==> config.mk <==
export PLATFORM = sky130hd
export DESIGN_NAME = clock
export DESIGN_NICKNAME = d
export VERILOG_FILES = /design/src/rtl/clock.sv
export SDC_FILE = /design/constraint.sdc
export NUM_CORES = 1
export LEC_CHECK = 0
export ABC_AREA = 0
export BUFFER_PORTS_ARGS = -buffer_cell sky130_fd_sc_hd__buf_2
export CAP_MARGIN = 0
export CORE_MARGIN = 4
export CORE_UTILIZATION = 45
export DETAILED_ROUTE_END_ITERATION = 10
export GPL_ROUTABILITY_DRIVEN = 0
export PLACE_DENSITY = 0.6
export SETUP_SLACK_MARGIN = 0.02
export SYNTH_ARGS = -nofsm -noshare
export SYNTH_HDL_FRONTEND = slang
export SYNTH_SLANG_ARGS = --single-unit
export TNS_END_PERCENT = 5
==> constraint.sdc <==
create_clock -name CLK -period 1.6 [get_ports CLK]
set_input_delay 0.08 -clock CLK [delete_from_list [all_inputs] [get_ports CLK]]
set_output_delay 0.08 -clock CLK [all_outputs]
set_load 0.01 [all_outputs]
==> src/rtl/clock.sv <==
`default_nettype none
// ============================================================================
// Module   : clock
// Brief    : Board-clock prescaler (CLK / 2^BITS) and slow-clock-aligned
//            active-high core reset generator.
// Revision : 1.0 - initial release
// ============================================================================
module clock #(
    parameter int BITS       = 24,
    parameter int RST_CYCLES = 2
) (
    input  logic CLK,
    input  logic RESET,
    output logic clk,
    output logic reset
);

    localparam int             HOLD_W    = $clog2(RST_CYCLES + 1);
    localparam logic [HOLD_W-1:0] HOLD_MAX = HOLD_W'(RST_CYCLES);
    localparam logic [BITS-1:0] CNT_ONE   = BITS'(1);
    localparam logic [BITS-1:0] RISE_PRE  = BITS'((64'd1 << (BITS - 1)) - 64'd1);
    localparam logic [BITS-1:0] CNT_ALL1  = '1;

    logic [BITS-1:0]   cnt;
    logic [1:0]        sync;
    logic [HOLD_W-1:0] hold;

    // Slow-clock rise: cnt steps from 0111..1 to 1000..0 on this edge.
    // Slow-clock fall: cnt wraps from all-ones to zero on this edge.
    always_ff @(posedge CLK or negedge RESET) begin
        if (!RESET) begin
            cnt   <= '0;
            sync  <= 2'b00;
            hold  <= '0;
            reset <= 1'b1;
        end else begin
            cnt  <= cnt + CNT_ONE;
            sync <= {sync[0], 1'b1};
            if (sync[1] && (cnt == RISE_PRE) && (hold != HOLD_MAX))
                hold <= hold + HOLD_W'(1);
            // Releasing on a falling slow edge gives the core half a slow period of setup.
            if ((cnt == CNT_ALL1) && (hold == HOLD_MAX))
                reset <= 1'b0;
        end
    end

    assign clk = cnt[BITS-1];

endmodule
`default_nettype wire

### Yosys cells after proc, flatten, opt, wreduce, memory -nomap -nowiden

Index checks and enable logic that the tools add are counted.

| storage, ports and cells | value |
|---|---|
| register bits | 29 |
| word-level logic and storage cells | 13 |

| operators by class | value |
|---|---|
| add/sub/neg operators | 2 |
| equal/unequal tests | 4 |
| reduce and logical (&&, ||, !) cells | 3 |

Operators by type and width:

| kind | number |
|---|---|
| $add A24 B1 Y24 const B | 1 |
| $eq A24 B23 Y1 const B | 1 |
| $eq A24 B24 Y1 const B | 1 |
| $logic_and A1 B1 Y1 | 3 |
| $add A2 B1 Y2 const B | 1 |
| $eq A2 B2 Y1 const B | 1 |
| $ne A2 B2 Y1 const B | 1 |

### Longest topological paths before layout

Gate-level depths: netlist of the first run.

| logic depth | value |
|---|---|
| word-level depth | 3 |
| gate-level depth with buffers | 5 |
| depth with buffers taken out | 5 |

### Least setup slack after synthesis of the first run

Ideal clock, no wire load.

| timing path | value |
|---|---|
| path type | register -> register |
| start | register cnt[0] |
| end | register hold[0] |
| arrival time | 1.429 ns |
| data required time | 1.477 ns |
| setup slack | 0.048 ns |
| cell stages (with the launch flop) | 6 |
| cell sequence | dfrtp_1 > ha_1 > nand4_1 > nor4_4 > nand4_2 > xnor2_1 |

| between the ends | value |
|---|---|
| word-level cells in the longest chain between the ends | 3 |

Ends and longest elaborated chain:

| item | RTL line | RTL |
|---|---|---|
| start: declaration | 24 | `logic [BITS-1:0] cnt;` |
| start signal: assignment | 37 | `cnt <= cnt + CNT_ONE;` |
| $eq A24 B23 Y1 | 39 | `if (sync[1] && (cnt == RISE_PRE) && (hold != HOLD_MAX))` |
| $logic_and A1 B1 Y1 (2 in series) | 39 |  |
| end signal: assignment | 40 | `hold <= hold + HOLD_W'(1);` |
| end: declaration | 26 | `logic [HOLD_W-1:0] hold;` |

Every way passes these cells.
A chain may end at the register's enable or synchronous reset.

### Worst setup path in the final report of the first run

| timing path | value |
|---|---|
| start | register cnt[5] |
| end | register hold[0] |

The elaborated chain is that of the path after synthesis.

==> out/metrics.yaml, run 1 <==
final_layout:
  postLayoutCellArea_um2: 1430
  regArea_um2: 728
  antenna-diode-count: 0
  fill_cells: 212
  nets: 122
  signed_area_change_from_the_synthesized_netlist_to_the_final_layout_pct: 14.8
  layout-drive-gt1-share: 0.203
  multiInputGateArea_um2: 504
synthesis:
  ys.flop_type: "sky130_fd_sc_hd__dfrtp_1"
  synth_edf_count: 0
  synth.yosys.warnings: 0
  netlist_area_um2: 1240
  ys_types: 20
  ys_ff_latch: 29
  postSynth.asyncResetShare: 1.00
  synth_area_per_cell_um2: 12.4
  share_of_the_yosys_chip_area_belonging_to_registers: 0.584
  synth_cells: 100
  postSynthNetCount: 104
setup_path:
  worst_r2r_startpoint: "cnt[5]"
  cp_data_arrival_time_ns: 1.75
  critical_path.max_fanout: 6
  crit_path_max_incr_delay_ns: 0.46
  cp_slowest_cell: "sky130_fd_sc_hd__dfrtp_1"
  crit_path_cell_trace: "nand4_4 -> nor4_4 -> buf_4 -> nand4_2 -> xnor2_1"
  setup.worst_path.end_class: "flip-flop"
  cp-start-kind: "flip-flop"
  worstPathRequired_ns: 1.81
  critPathLaunch: "cnt[5]"
  timing.setup.critical_path_class: "reg -> reg"
die:
  io_pins: 4
  initial_core_util: 0.485
  row_count: 18
  coreArea_um2: 2570
  chipHeight_um: 60.6
  die_area_um2: 3670
  die_x_um: 60.6
routing:
  route.antenna.remaining_nets: 0
  routed_via_density: 5.03
  drt_pass1_iterations: 4
  detail_route.wirelength_mm: 1.91
  wl_per_cell_um: 12.9
  remaining_drc_errors: 0
  routed-via-count: 744
  initialDrtViolationCount: 27
status:
  run_status: "finished, final reports clean"
timing:
  clock.fmax_ghz: 0.651
  report.final.slew_viol_count: 0
  setup_violations: 0
  max_slew.worst_pin.slew_ns: 0.618
  post-route-period-util: 0.960
  fin_ws_ns: 0.0641
  maxSlewHeadroom: 0.588
  hold_viol: 0
  final.min_clock_period_ns: 1.54
  rsz0062_at_grt: "yes"
  final.setup_skew_ns: 0.00422
  final.hold.worst_slack_ns: 0.305
place:
  pre_cts_slack_ns: -0.0696
  io_buffers: 3
  dpl.hpwl_mm: 1.32
  post_dp_cell_area_um2: 1340
clock_tree:
  cts_tree: "built"
  worstSkewPairLatency_ns: 0.33
  cts.path.max_buffers: 2
  numClockSinks: 29
  htreeDepth: 2
  clock_tree.root_cell: "sky130_fd_sc_hd__clkbuf_4"
  cts.reportedPaths.clkPinSlew_ns: 0.08
  cts-buffers-inserted: 5
run:
  drv_cap: 0
pwr:
  power.total_mw: 1.20
  vdd.ir_drop.worst_uv: 482
  power.leakage_nw: 0.685
  power_per_cell_area_nw_per_um2: 838
worst_hold_path:
  worstHoldPathType: "in -> async"
grt:
  wire_length_of_the_first_global_routing_pass_mm: 3.44
  track_usage: 0.133
  globalRoute.totalOverflow: 0
  grt_start_max_net_pins: 30
  antenna_found_initial: 0
  number_of_global_route_vias_before_repair: 794
## final cells by class
cell class | count | share of cell area
clock buffers | 7 | 0.0385
inverters | 7 | 0.0184
multi-input cells | 64 | 0.353
flip-flops and latches | 29 | 0.510
well taps | 30 | 0.0263
repair buffers | 11 | 0.0543
## repair_timing
item | CTS | global route
pin swaps | 1 | 1
buffers inserted | 1 | 0
hold buffers | 1 | 0
endpoints found under the setup margin | 5 | 10
gates resized for setup | 0 | 4
hold endpoints to repair | 28 | 0
## registers in the layout, summed over array words and instances, names as in the netlist
name,cells
hold,2
cnt,24
reset,1
sync,2
## Yosys cell counts (2+ instances only)
| library cell | number | area [µm²] |
|---|---|---|
| sky130_fd_sc_hd__ha_1 | 2 | 25.0 |
| sky130_fd_sc_hd__inv_1 | 7 | 26.3 |
| sky130_fd_sc_hd__nor3_1 | 2 | 10.0 |
| sky130_fd_sc_hd__xnor2_1 | 18 | 158 |
| sky130_fd_sc_hd__nand2_1 | 5 | 18.8 |
| sky130_fd_sc_hd__nand4_1 | 6 | 37.5 |
| sky130_fd_sc_hd__nor4_4 | 2 | 42.5 |
| sky130_fd_sc_hd__nor2_1 | 4 | 15.0 |
| sky130_fd_sc_hd__and4_1 | 2 | 17.5 |
| sky130_fd_sc_hd__dfrtp_1 | 28 | 701 |
| sky130_fd_sc_hd__xor2_1 | 5 | 43.8 |
| sky130_fd_sc_hd__nand3_1 | 11 | 55.1 |
## metrics by stage
| step | util | cells | setup TNS, ns |
|---|---|---|---|
| floorplan | - | 100 | 0 |
| global placement | 0.523 | 139 | 0 |
| detailed placement | 0.523 | 139 | -0.136 |
| CTS | 0.551 | 148 | 0 |
| global route | 0.557 | 148 | -0.0621 |
| finish | 0.557 | 148 | 0 |
## worst max-delay path: cells and delay by family, from the launching register on
family	cells	cell delay, ns
flops	1	0.46
buf+inv	1	0.19
simple gates	3	0.62
xor+xnor	1	0.16
## layer usage
| layer | wire [µm] | vias up | track usage |
|---|---|---|---|
| met4 | 43 | 0 | 0.0557 |
| met1 | 901 | 352 | 0.162 |
| met5 | 0 | - | 0 |
| met3 | 84 | 5 | 0.0574 |
| met2 | 880 | 10 | 0.206 |
| li1 | - | 377 | - |
## cells in the final DEF (no fill, tap or decap), types with 2 or more instances in the layout
cell,instances
sky130_fd_sc_hd__dfrtp_1,27
sky130_fd_sc_hd__xnor2_1,18
sky130_fd_sc_hd__nand3_1,11
sky130_fd_sc_hd__inv_1,7
sky130_fd_sc_hd__buf_4,7
sky130_fd_sc_hd__nand4_1,6
sky130_fd_sc_hd__nand2_1,5
sky130_fd_sc_hd__xor2_1,5
sky130_fd_sc_hd__clkbuf_4,5
sky130_fd_sc_hd__nor2_1,3
sky130_fd_sc_hd__buf_2,3
sky130_fd_sc_hd__and4_1,2
sky130_fd_sc_hd__nor4_4,2
sky130_fd_sc_hd__ha_1,2
## cell families (layout without fill, tap and decap cells)
family	Yosys count	after routing	share of synthesized area
adders and majority gates	2	2	0.0201
and+or+nand+nor	36	36	0.195
buffers and inverters	7	25	0.0211
AOI/OAI and AO/OA	1	1	0.00704
muxes	1	1	0.00804
xor gates and xnor gates	23	23	0.162
other	1	1	0.00301
DFF	29	29	0.584
## where the power goes
group / leakage [nW] / switching (mW) / total [mW] / internal, mW
clock: 0.0314 / 0.238 / 0.445 / 0.207
sequential: 0.381 / 0.000824 / 0.736 / 0.735
combinational: 0.273 / 0.0136 / 0.0162 / 0.00256
## path summary, 6_finish.rpt
path	slack (ns)	cells after the start	end
setup / recovery	0.06	5	hold[0]
hold / removal	0.30	2	cnt[16]
setup reg to reg	0.06	5	hold[0]
hold reg to reg	0.35	0	sync[1]
max in group asynchronous	0.86	2	cnt[2]
min in group CLK	0.35	0	sync[1]
No activity file was read; power rests on OpenSTA's default activity.
==> inputs of run 2 (changes only) <==
CTS_BUF_LIST = sky130_fd_sc_hd__clkbuf_4   (was default)
==> run 2 against run 1 <==
  * First-iteration DRC count is 19% higher
  * Worst setup slack barely moved
  * Non-clock buffer count is the same
  * Maximum frequency barely moved
  * Die area stayed put
==> out/metrics.yaml, run 2 (synthesis gave the netlist of run 1 again) <==
status:
  run_status: "finished, final reports clean"
grt:
  wire_length_of_the_first_global_routing_pass_mm: 3.45
  grt_start_max_net_pins: 30
  globalRoute.totalOverflow: 0
  track_usage: 0.133
  antenna_found_initial: 0
  number_of_global_route_vias_before_repair: 797
setup_path:
  cp-start-kind: "flip-flop"
  critPathLaunch: "cnt[5]"
  setup.worst_path.end_class: "flip-flop"
  critical_path.max_fanout: 6
  worstPathRequired_ns: 1.80
  worst_r2r_startpoint: "cnt[5]"
  cp_data_arrival_time_ns: 1.73
  timing.setup.critical_path_class: "reg -> reg"
clock_tree:
  cts.path.max_buffers: 2
  cts-buffers-inserted: 5
  numClockSinks: 29
  worstSkewPairLatency_ns: 0.31
  cts.reportedPaths.clkPinSlew_ns: 0.08
  cts_tree: "built"
  htreeDepth: 2
  clock_tree.root_cell: "sky130_fd_sc_hd__clkbuf_4"
routing:
  wl_per_cell_um: 12.7
  remaining_drc_errors: 0
  detail_route.wirelength_mm: 1.88
  routed_via_density: 5.07
  initialDrtViolationCount: 32
  drt_pass1_iterations: 4
  routed-via-count: 751
  route.antenna.remaining_nets: 0
timing:
  final.setup_skew_ns: 0.00371
  hold_viol: 0
  maxSlewHeadroom: 0.589
  post-route-period-util: 0.960
  final.hold.worst_slack_ns: 0.320
  report.final.slew_viol_count: 0
  setup_violations: 0
  fin_ws_ns: 0.0639
  max_slew.worst_pin.slew_ns: 0.616
  final.min_clock_period_ns: 1.54
  rsz0062_at_grt: "yes"
  clock.fmax_ghz: 0.651
place:
  dpl.hpwl_mm: 1.32
  pre_cts_slack_ns: -0.0696
  io_buffers: 3
die:
  die_x_um: 60.6
  initial_core_util: 0.485
  row_count: 18
  io_pins: 4
  die_area_um2: 3670
  chipHeight_um: 60.6
  coreArea_um2: 2570
final_layout:
  largest_reg_flops: 24
  antenna-diode-count: 0
  largestRegisters: "cnt: 24 flops, hold: 2 flops, sync: 2 flops"
  most_common_cell_after_layout_fill_and_taps_aside: "sky130_fd_sc_hd__dfrtp_1"
  layout-drive-gt1-share: 0.203
  signed_area_change_from_the_synthesized_netlist_to_the_final_layout_pct: 14.3
  final_core_utilization: 0.554
  registers.top_by_ff_count: "cnt"
  highest_count_cells_in_the_layout_ignoring_fill_and_taps: "sky130_fd_sc_hd__dfrtp_1 (27), sky130_fd_sc_hd__xnor2_1 (18), sky130_fd_sc_hd__nand3_1 (11)"
  nets: 122
pwr:
  power.total_mw: 1.15
  power_per_cell_area_nw_per_um2: 811
  power.leakage_nw: 0.683
  vdd.ir_drop.worst_uv: 468
worst_hold_path:
  worstHoldPathType: "in -> async"
run:
  drv_cap: 0
==> run 2: changes by cell type in the layout (fill, tap and decap cells not counted) <==
cell,delta
sky130_fd_sc_hd__clkbuf_1,-1
sky130_fd_sc_hd__clkbuf_4,+1
sky130_fd_sc_hd__clkbuf_8,-1
sky130_fd_sc_hd__clkinv_1,+1
==> run 2: worst max-delay path, stage by stage, from the launching register on <==
cell,delay [ns]
sky130_fd_sc_hd__dfrtp_1,0.46
sky130_fd_sc_hd__nand4_4,0.19
sky130_fd_sc_hd__nor4_4,0.29
sky130_fd_sc_hd__buf_4,0.19
sky130_fd_sc_hd__nand4_2,0.14
sky130_fd_sc_hd__xnor2_1,0.16
==> run 2: cell type report <==
cell class | count | area (µm²)
Clock buffer | 6 | 45.0
Clock inverter | 1 | 3.75
Fill cell | 213 | 1140
Inverter | 7 | 26.3
Multi-Input combinational cell | 64 | 504
Sequential cell | 29 | 728
Tap cell | 30 | 37.5
Timing Repair Buffer | 11 | 77.6
==> run 2: path summary, 6_finish.rpt <==
| path | to | slack, ns | cells after the start |
|---|---|---|---|
| max | hold[0] | 0.06 | 5 |
| min | cnt[13] | 0.32 | 2 |
| max reg2reg | hold[0] | 0.06 | 5 |
| min reg2reg | sync[1] | 0.35 | 0 |
| max in group asynchronous | cnt[2] | 0.85 | 2 |
| min in group CLK | sync[1] | 0.35 | 0 |
==> run 2: per-layer routing <==
metal / routed length [µm] / vias up / part of all wire / track usage
met5: 0 / - / 0 / 0
met4: 15 / 0 / 0.0080 / 0.0557
met3: 71 / 2 / 0.038 / 0.0574
met2: 891 / 12 / 0.47 / 0.206
met1: 906 / 358 / 0.48 / 0.162
li1: - / 379 / - / -
==> run 2: where the power goes <==
part	internal, mW	switching, mW	total [mW]
logic	0.00256	0.0136	0.0161
registers	0.735	0.000843	0.736
clock network	0.176	0.226	0.402
total	0.913	0.240	1.15
==> run 2: repair_timing <==
action                                 CTS  global route
gates cloned                             0             0
endpoints found under the hold margin   28             0
pin swaps                                1             1
resized for setup                        0             4
hold buffers                             1             0
buffers inserted                         1             0
setup endpoints to repair                5            10
==> run 2: stage by stage <==
stage | instance area, µm² | setup TNS (ns) | instances
after floorplan | 1240 | 0 | 100
after global placement | 1340 | 0 | 139
after detailed placement | 1340 | -0.136 | 139
after global routing | 1420 | -0.0623 | 148
after CTS | 1410 | 0 | 148
final | 1420 | 0 | 148
==> inputs of run 3 (changes only) <==
CTS_BUF_LIST = sky130_fd_sc_hd__clkbuf_4 sky130_fd_sc_hd__clkbuf_8   (was sky130_fd_sc_hd__clkbuf_4)
==> run 3 against run 2 <==
  * Total power grew 5.1%
  * Count of clock-buffer cells in the layout grew 1
  * Sequential cell count is the same
  * Critical endpoint unchanged
  * Highest routed layer unchanged
==> out/metrics.yaml, run 3 (synthesis gave the netlist of run 1 again) <==
worst_hold_path:
  worstHoldPathType: "in -> async"
pwr:
  p_sw_mw: 0.252
  switching_power_share_of_the_total: 0.207
  power.leakage_nw: 0.688
  power.internal_mw: 0.961
  p_clk_frac: 0.380
  seq_power_share: 0.607
  comb_power_share: 0.013
  vdd.ir_drop.worst_uv: 482
  power_per_cell_area_nw_per_um2: 847
timing:
  report.final.slew_viol_count: 0
  maxSlewHeadroom: 0.588
  hold_viol: 0
  max_slew.worst_pin.slew_ns: 0.617
  setup_violations: 0
  fin_ws_ns: 0.0633
  final.setup_skew_ns: 0.00457
  final.min_clock_period_ns: 1.54
  post-route-period-util: 0.960
  rsz0062_at_grt: "yes"
  clock.fmax_ghz: 0.651
routing:
  drt_pass1_iterations: 4
  wl_per_cell_um: 12.9
  routed-via-count: 745
  detail_route.wirelength_mm: 1.90
  route.antenna.remaining_nets: 0
  remaining_drc_errors: 0
  initialDrtViolationCount: 32
  routed_via_density: 5.03
die:
  die_x_um: 60.6
  row_count: 18
  coreArea_um2: 2570
  die_area_um2: 3670
  chipHeight_um: 60.6
  initial_core_util: 0.485
  io_pins: 4
clock_tree:
  worstSkewPairLatency_ns: 0.33
  cts.path.max_buffers: 2
  clock_tree.root_cell: "sky130_fd_sc_hd__clkbuf_4"
  cts_tree: "built"
  htreeDepth: 2
  numClockSinks: 29
  cts-buffers-inserted: 5
  cts.reportedPaths.clkPinSlew_ns: 0.08
place:
  post_dp_cell_area_um2: 1340
  pre_cts_slack_ns: -0.0696
  dpl.hpwl_mm: 1.32
  io_buffers: 3
  place.detailed.instances: 139
setup_path:
  cp_data_arrival_time_ns: 1.75
  crit_family: "simple AND/OR/NAND/NOR gates"
  crit_path_max_incr_delay_ns: 0.46
  setup.worst_path.end_class: "flip-flop"
  timing.setup.critical_path_class: "reg -> reg"
  buf_inv_on_cp: 1
  cp-start-kind: "flip-flop"
  worstPathRequired_ns: 1.81
  crit_path_cell_trace: "nand4_4 -> nor4_4 -> buf_4 -> nand4_2 -> xnor2_1"
  critical_path.max_fanout: 6
  cp_slowest_cell: "sky130_fd_sc_hd__dfrtp_1"
final_layout:
  postLayoutCellArea_um2: 1430
  most_common_cell_after_layout_fill_and_taps_aside: "sky130_fd_sc_hd__dfrtp_1"
  largest_reg_flops: 24
  registers.top_by_ff_count: "cnt"
  layout-drive-gt1-share: 0.212
  largestRegisters: "cnt: 24 flops, hold: 2 flops, sync: 2 flops"
  antenna-diode-count: 0
  stdcell_count: 148
  signed_area_change_from_the_synthesized_netlist_to_the_final_layout_pct: 15.1
  highest_count_cells_in_the_layout_ignoring_fill_and_taps: "sky130_fd_sc_hd__dfrtp_1 (27), sky130_fd_sc_hd__xnor2_1 (18), sky130_fd_sc_hd__nand3_1 (11)"
  nets: 122
grt:
  track_usage: 0.133
  number_of_global_route_vias_before_repair: 794
  antenna_found_initial: 0
  grt_start_max_net_pins: 30
  globalRoute.totalOverflow: 0
  wire_length_of_the_first_global_routing_pass_mm: 3.44
  grt.met3_usage: 0.0574
  globalRoute.busiestLayer: "met2"
  grtUsageMet2: 0.206
  grt.met1_usage: 0.162
status:
  run_status: "finished, final reports clean"
run:
  drv_cap: 0
-- run 3: area by class of cell --
cell class                      count  area (µm²)
Clock buffer                        7        58.8
Multi-Input combinational cell     64         504
Fill cell                         212        1130
Timing Repair Buffer               11        77.6
Inverter                            7        26.3
Tap cell                           30        37.5
Sequential cell                    29         728
-- run 3: per-stage QoR --
| step | total power, mW | util | hold WS, ns | TNS (ns) |
|---|---|---|---|---|
| 2_1_floorplan | 0.751 | - | -0.216 | 0 |
| 3_3_place_gp | 0.766 | 0.523 | 0.128 | 0 |
| 3_5_place_dp | 0.766 | 0.523 | 0.136 | -0.136 |
| 4_1_cts | 1.23 | 0.553 | 0.326 | 0 |
| 5_1_grt | 1.27 | 0.558 | 0.364 | -0.0623 |
| 6_report | 1.21 | 0.558 | 0.306 | 0 |
-- run 3: final timing paths --
check / slack [ns] / endpoint / from / cells past startpoint
worst min register to register: 0.35 / sync[1] / sync[0] / 0
min in group CLK: 0.35 / sync[1] / sync[0] / 0
max in group asynchronous: 0.86 / cnt[2] / RESET / 2
worst max-delay path: 0.06 / hold[0] / cnt[5] / 5
worst min-delay path: 0.31 / cnt[16] / RESET / 2
worst max register to register: 0.06 / hold[0] / cnt[5] / 5
-- run 3: repair_timing --
item                                    CTS  global route
pin swaps                                 1             1
hold endpoints to repair                 28             0
hold buffers                              1             0
resized for setup                         0             4
endpoints found under the setup margin    5            10
buffers inserted                          1             0
-- run 3: power by group through the flow --
stage	combinational [mW]	clock [mW]	sequential (mW)
floorplan	0.000297	0	0.750
global placement	0.0153	0	0.750
detailed placement	0.0157	0	0.750
CTS	0.0176	0.479	0.736
global route	0.0198	0.515	0.736
finish	0.0162	0.461	0.736
-- run 3: routing by layer --
layer	part of all wire	vias up	wire length [µm]
li1	-	377	-
met1	0.47	353	899
met2	0.46	10	874
met3	0.045	5	86
met4	0.023	0	43
met5	0	-	0
